### src/rtl/rle_capture_ctrl.sv
// Capture sequencer for the RLE acquisition path: arms on start, waits for trigger, forwards
// encoded or raw words to sample memory, flushes the encoder on abort and stops at a word limit.
module rle_capture_ctrl #(
   parameter int unsigned CNT_W      = 25,
   parameter int unsigned FLUSH_WAIT = 2
) (
   input  logic             core_clk,
   input  logic             core_rst_n,
   input  logic             cfg_start,
   input  logic             cfg_abort,
   input  logic             cfg_rle_en,
   input  logic [CNT_W-1:0] cfg_limit,
   input  logic             trig_hit,
   input  logic [15:0]      capture_data,
   input  logic [15:0]      enc_data,
   input  logic             enc_valid,
   output logic             enc_run,
   output logic             enc_flush,
   output logic [15:0]      wr_data,
   output logic             wr_valid,
   input  logic             wr_ready,
   output logic [CNT_W-1:0] wr_count,
   output logic             busy,
   output logic             done,
   output logic             overrun
);

   localparam int unsigned FW_W = (FLUSH_WAIT > 1) ? $clog2(FLUSH_WAIT) : 1;

   typedef enum logic [2:0] {
      StIdle  = 3'd0,
      StArmed = 3'd1,
      StRun   = 3'd2,
      StFlush = 3'd3,
      StDone  = 3'd4
   } state_e;

   state_e           state_q, state_d;
   logic             rle_en_q, rle_en_d;
   logic [CNT_W-1:0] limit_q, limit_d;
   logic [CNT_W-1:0] cnt_q, cnt_d, cnt_inc;
   logic [FW_W-1:0]  fcnt_q, fcnt_d;
   logic [15:0]      wr_data_q, wr_data_d;
   logic             wr_valid_q, wr_valid_d;
   logic             overrun_q, overrun_d;
   logic             enc_run_q, enc_run_d;
   logic             enc_flush_q, enc_flush_d;
   logic             busy_q, busy_d;
   logic             done_q, done_d;
   logic             src_valid;
   logic [15:0]      src_data;
   logic             at_limit;

   always_ff @(posedge core_clk or negedge core_rst_n) begin
      if (!core_rst_n) begin
         state_q     <= StIdle;
         rle_en_q    <= 1'b0;
         limit_q     <= '0;
         cnt_q       <= '0;
         fcnt_q      <= '0;
         wr_data_q   <= '0;
         wr_valid_q  <= 1'b0;
         overrun_q   <= 1'b0;
         enc_run_q   <= 1'b0;
         enc_flush_q <= 1'b0;
         busy_q      <= 1'b0;
         done_q      <= 1'b0;
      end else begin
         state_q     <= state_d;
         rle_en_q    <= rle_en_d;
         limit_q     <= limit_d;
         cnt_q       <= cnt_d;
         fcnt_q      <= fcnt_d;
         wr_data_q   <= wr_data_d;
         wr_valid_q  <= wr_valid_d;
         overrun_q   <= overrun_d;
         enc_run_q   <= enc_run_d;
         enc_flush_q <= enc_flush_d;
         busy_q      <= busy_d;
         done_q      <= done_d;
      end
   end

   assign src_valid = rle_en_q ? enc_valid : 1'b1;
   assign src_data  = rle_en_q ? enc_data : capture_data;
   assign cnt_inc   = cnt_q + CNT_W'(1);
   assign at_limit  = (cnt_inc == limit_q);

   always_comb begin
      state_d    = state_q;
      rle_en_d   = rle_en_q;
      limit_d    = limit_q;
      cnt_d      = cnt_q;
      fcnt_d     = fcnt_q;
      wr_data_d  = wr_data_q;
      wr_valid_d = 1'b0;
      // The encoder cannot be stalled, so a refused word is only flagged, never held.
      overrun_d  = overrun_q | (wr_valid_q & ~wr_ready);
      case (state_q)
         StIdle, StDone: begin
            if (cfg_start) begin
               rle_en_d  = cfg_rle_en;
               limit_d   = cfg_limit;
               cnt_d     = '0;
               overrun_d = 1'b0;
               state_d   = (cfg_limit == '0) ? StDone : StArmed;
            end
         end
         StArmed: begin
            if (cfg_abort) begin
               state_d = StIdle;
            end else if (trig_hit) begin
               state_d = StRun;
            end
         end
         StRun: begin
            fcnt_d = '0;
            if (src_valid) begin
               wr_valid_d = 1'b1;
               wr_data_d  = src_data;
               cnt_d      = cnt_inc;
            end
            if (src_valid && at_limit) begin
               state_d = StDone;
            end else if (cfg_abort) begin
               state_d = rle_en_q ? StFlush : StDone;
            end
         end
         StFlush: begin
            fcnt_d = fcnt_q + FW_W'(1);
            if (enc_valid && (cnt_q < limit_q)) begin
               wr_valid_d = 1'b1;
               wr_data_d  = enc_data;
               cnt_d      = cnt_inc;
               state_d    = StDone;
            end else if (fcnt_q == FW_W'(FLUSH_WAIT - 1)) begin
               state_d = StDone;
            end
         end
         default: state_d = StIdle;
      endcase
   end

   always_comb begin
      enc_run_d   = (state_d == StRun) || (state_d == StFlush);
      enc_flush_d = (state_q == StRun) && (state_d == StFlush);
      busy_d      = (state_d == StArmed) || (state_d == StRun) || (state_d == StFlush);
      done_d      = (state_d == StDone);
   end

   assign enc_run   = enc_run_q;
   assign enc_flush = enc_flush_q;
   assign wr_data   = wr_data_q;
   assign wr_valid  = wr_valid_q;
   assign wr_count  = cnt_q;
   assign busy      = busy_q;
   assign done      = done_q;
   assign overrun   = overrun_q;

endmodule

### config.mk
export PLATFORM = sky130hd
export DESIGN_NAME = rle_capture_ctrl
export DESIGN_NICKNAME = d
export VERILOG_FILES = /design/src/rtl/rle_capture_ctrl.sv
export SDC_FILE = /design/constraint.sdc
export NUM_CORES = 1
export LEC_CHECK = 0
export BUFFER_PORTS_ARGS = -buffer_cell sky130_fd_sc_hd__buf_2
export CAP_MARGIN = 20
export CORE_ASPECT_RATIO = 1.4
export CORE_UTILIZATION = 49
export CTS_CLUSTER_SIZE = 40
export DETAILED_ROUTE_END_ITERATION = 10
export MAX_ROUTING_LAYER = met4
export PLACE_DENSITY = 0.77
export SLEW_MARGIN = 20
export SYNTH_ARGS = -nofsm -noshare
export SYNTH_HDL_FRONTEND = slang
export SYNTH_SLANG_ARGS = --single-unit
export TNS_END_PERCENT = 50
### constraint.sdc
create_clock -name core_clk -period 2.4 [get_ports core_clk]
set_input_delay 0.36 -clock core_clk [delete_from_list [all_inputs] [get_ports core_clk]]
set_output_delay 0.36 -clock core_clk [all_outputs]
set_load 0.01 [all_outputs]
==> reports/metrics.yaml <==
status:
  status: "finished with violations"
  violations: "negative setup slack"
power_and_ir_drop:
  ir_drop_uv: 636
  p_per_area_nw_per_um2: 1000
  p_leak_nw: 3.68
timing:
  worst_slew_pin_slew_ns: 1.02
  drv_slew: 0
  final_hold_viol_count: 0
  finalCritPeriodShare: 1.08
  setup_tns_ns: -4.62
  slew_headroom: 0.317
  period_minus_slack_ns: 2.60
  fin_skew_ns: 0.00662
  worst_slack_ns: -0.198
  fmax_ghz: 0.385
  setup_viol: 45
  grt_setup_unrepaired: "yes"
yosys:
  synth-compound-area-share: 0.185
  synthMuxAreaShare: 0.0395
  synthTopCellsByArea: "dfrtp_1 (40%), o21ai_0 (8.4%), ha_1 (6.7%)"
  synth_cells: 562
  syn_area_sq_um: 4850
  yosysTopAreaCell: "dfrtp_1"
  synth_edf_count: 0
  synth.avg_cell_area_sq_um: 8.62
  synthXorXnorAreaFrac: 0.0578
  synth.yosys.seq_area_share: 0.398
  synth_fa_ha_area_frac: 0.0692
  ys_types: 52
  synth_nets: 653
  ys_ff_latch: 77
  synth_ff_type: "dfrtp_1"
  synthArstFlopShare: 1.00
  synth_top_family_by_area: "simple AND/OR/NAND/NOR gates"
  synth-simple-area-share: 0.195
  synth_top_area_share: 0.398
  ys_warn_count: 0
setup_path:
  slowest_stage: "dfrtp_1"
  cp_max_fo: 7
  crit_type: "register to register"
  slowest_delay_ns: 0.38
  cp.arrival_ns: 2.82
  path_common_cell: "buf_6"
  endpoint_kind: "register"
  required_ns: 2.62
  worstSetupStartpointType: "register"
  cp_cell_sequence: "inv_1 > ha_4 > nand4_1 > buf_4 > nor3_2 > a22oi_1 > o2111ai_2 > o21ai_2 > buf_6 > a21oi_4 > buf_6 > o21ai_1 > o31ai_1"
  cp_num_buf_inv: 4
  cp_top_family: "compound AO/OA/AOI/OAI gates"
global_route:
  grt-ovfl-total: 0
  antenna_found_initial: 0
  grtUsageMet1: 0.368
  grt_usage: 0.326
  busiest_layer: "met2"
  grtUsageMet3: 0.0475
  grt_pass1_wl_um: 25100
  grt_pass1_vias: 5154
  grt_max_degree: 78
  grtUsageMet2: 0.546
route:
  drt-pass1-iter-count: 5
  viasPerCell: 5.98
  routed_wl_um: 17800
  drc: 0
  antenna_left: 0
  drt_iter0_markers: 670
  vias: 5583
  post_drt_wl_per_cell_um: 19.1
die:
  dieWidth_um: 86.1
  die-area_sq_um: 10300
  die_h_um: 120
  start_util: 0.510
  pin_count: 112
  placementRows: 42
  coreArea_sq_um: 9510
clock_tree:
  cts_sinks: 77
  cts_tree: "built"
  insertion_delay_ns: 0.35
  clock_path_buffers: 2
  root_buffer: "clkbuf_16"
  cts_max_level: 3
  cts_inserted_buffers: 9
  clk_pin_slew_ns: 0.07
  ctsHoldBuffers: 0
cells_and_area:
  final_common_cell: "buf_4"
  final_core_util: 0.781
  layout.nets: 888
  drive_above_1_share: 0.443
  antenna_cells: 0
  fillers: 610
  final_cell_mix: "buf_4 (116), buf_2 (111), dfrtp_1 (73)"
  area_delta_synth_final_pct: 53.2
placement:
  io_buffers: 111
  place_congestion: 0.909
  dp.final_hpwl_um: 11500
job:
  maxCapViolCount: 0
worst_hold_path:
  hold_path_class: "primary input to asynchronous set/reset pin"
[path summary, 6_finish.rpt]
kind,start,end,cells past startpoint,slack [ns]
max in group asynchronous,core_rst_n,wr_count[8],1,1.47
min in group core_clk,cfg_rle_en,rle_en_q,3,0.23
min,core_rst_n,wr_data[8],1,0.17
min reg2reg,wr_data[1],wr_data[1],2,0.48
max,limit_q[14],wr_count[14],13,-0.20
max reg2reg,limit_q[14],wr_count[14],13,-0.20
[synthesized netlist by cell type (2+ instances only)]
master,instances
nor3b_1,2
nor4_2,2
nand2b_1,4
ha_1,26
a31oi_1,13
nor4_1,12
nor2_1,23
o2111ai_1,2
nand4_1,13
nor3_1,16
clkbuf_1,18
inv_1,38
mux2i_1,18
or4_1,3
nand2_1,68
nand4_2,3
o31ai_1,12
or3_1,3
o21ai_1,2
and4_1,2
o41ai_1,3
xor2_1,15
and2_1,2
nand3_1,26
buf_2,8
dfrtp_1,77
o211ai_1,6
and3_1,2
xnor2_1,17
a211oi_1,3
o21ai_0,81
a31o_1,2
a21oi_1,20
buf_4,2
[cells by family (layout without fill, tap and decap cells)]
| family | after synthesis | in the layout |
|---|---|---|
| AND/OR/NAND/NOR | 186 | 186 |
| AO/OA/AOI/OAI | 153 | 153 |
| flip-flops | 77 | 77 |
| buffers and inverters | 68 | 308 |
| XOR/XNOR | 32 | 32 |
| adder cells (fa/ha/maj) | 27 | 27 |
| multiplexers | 19 | 19 |
[state kept, by name, indices dropped and copies added (netlist names), 3 cells and up]
signal    count
wr_data      16
state_q       3
limit_q      25
wr_count     25
[per-stage QoR]
stage	std cells	cell area [sq um]	power [mW]	hold slack (ns)	setup slack (ns)
floorplan	562	4860	3.72	0.0644	0.00726
finish	934	7420	7.44	0.174	-0.198
global placement	879	6240	4.90	0.459	-0.291
detailed placement	879	6240	5.03	0.473	-0.246
CTS	905	6800	6.78	0.214	-0.0201
global route	934	7420	7.82	0.235	-0.272
[per-layer routing]
layer  vias to the layer above  routed length (um)
li1                       2504                   -
met1                      2618                6460
met2                       345                8710
met3                       116                1240
met4                         0                1410
met5                         -                   0
[where the power goes]
part | switching (mW) | total [mW] | internal [mW]
sequential | 0.278 | 2.01 | 1.73
clock | 0.618 | 1.55 | 0.930
combinational | 2.17 | 3.89 | 1.72
[cell type report]
type / instances / area (sq um) / area share
clock buffers: 9 / 225 / 0.0303
multi-input cells: 417 / 3130 / 0.421
clock inverters: 7 / 106 / 0.0143
repair buffers: 253 / 1720 / 0.232
well taps: 132 / 165 / 0.0222
flip-flops and latches: 77 / 1930 / 0.260
inverters: 39 / 146 / 0.0197
[what timing repair did]
action | 4_1_cts | 5_1_grt
setup buffers | 9 | 27
cloned | 1 | 2
gates resized for setup | 46 | 101
pin swaps | 17 | 38
setup endpoints to repair | 49 | 48
Note: power is estimated with default switching activity, not from simulation.
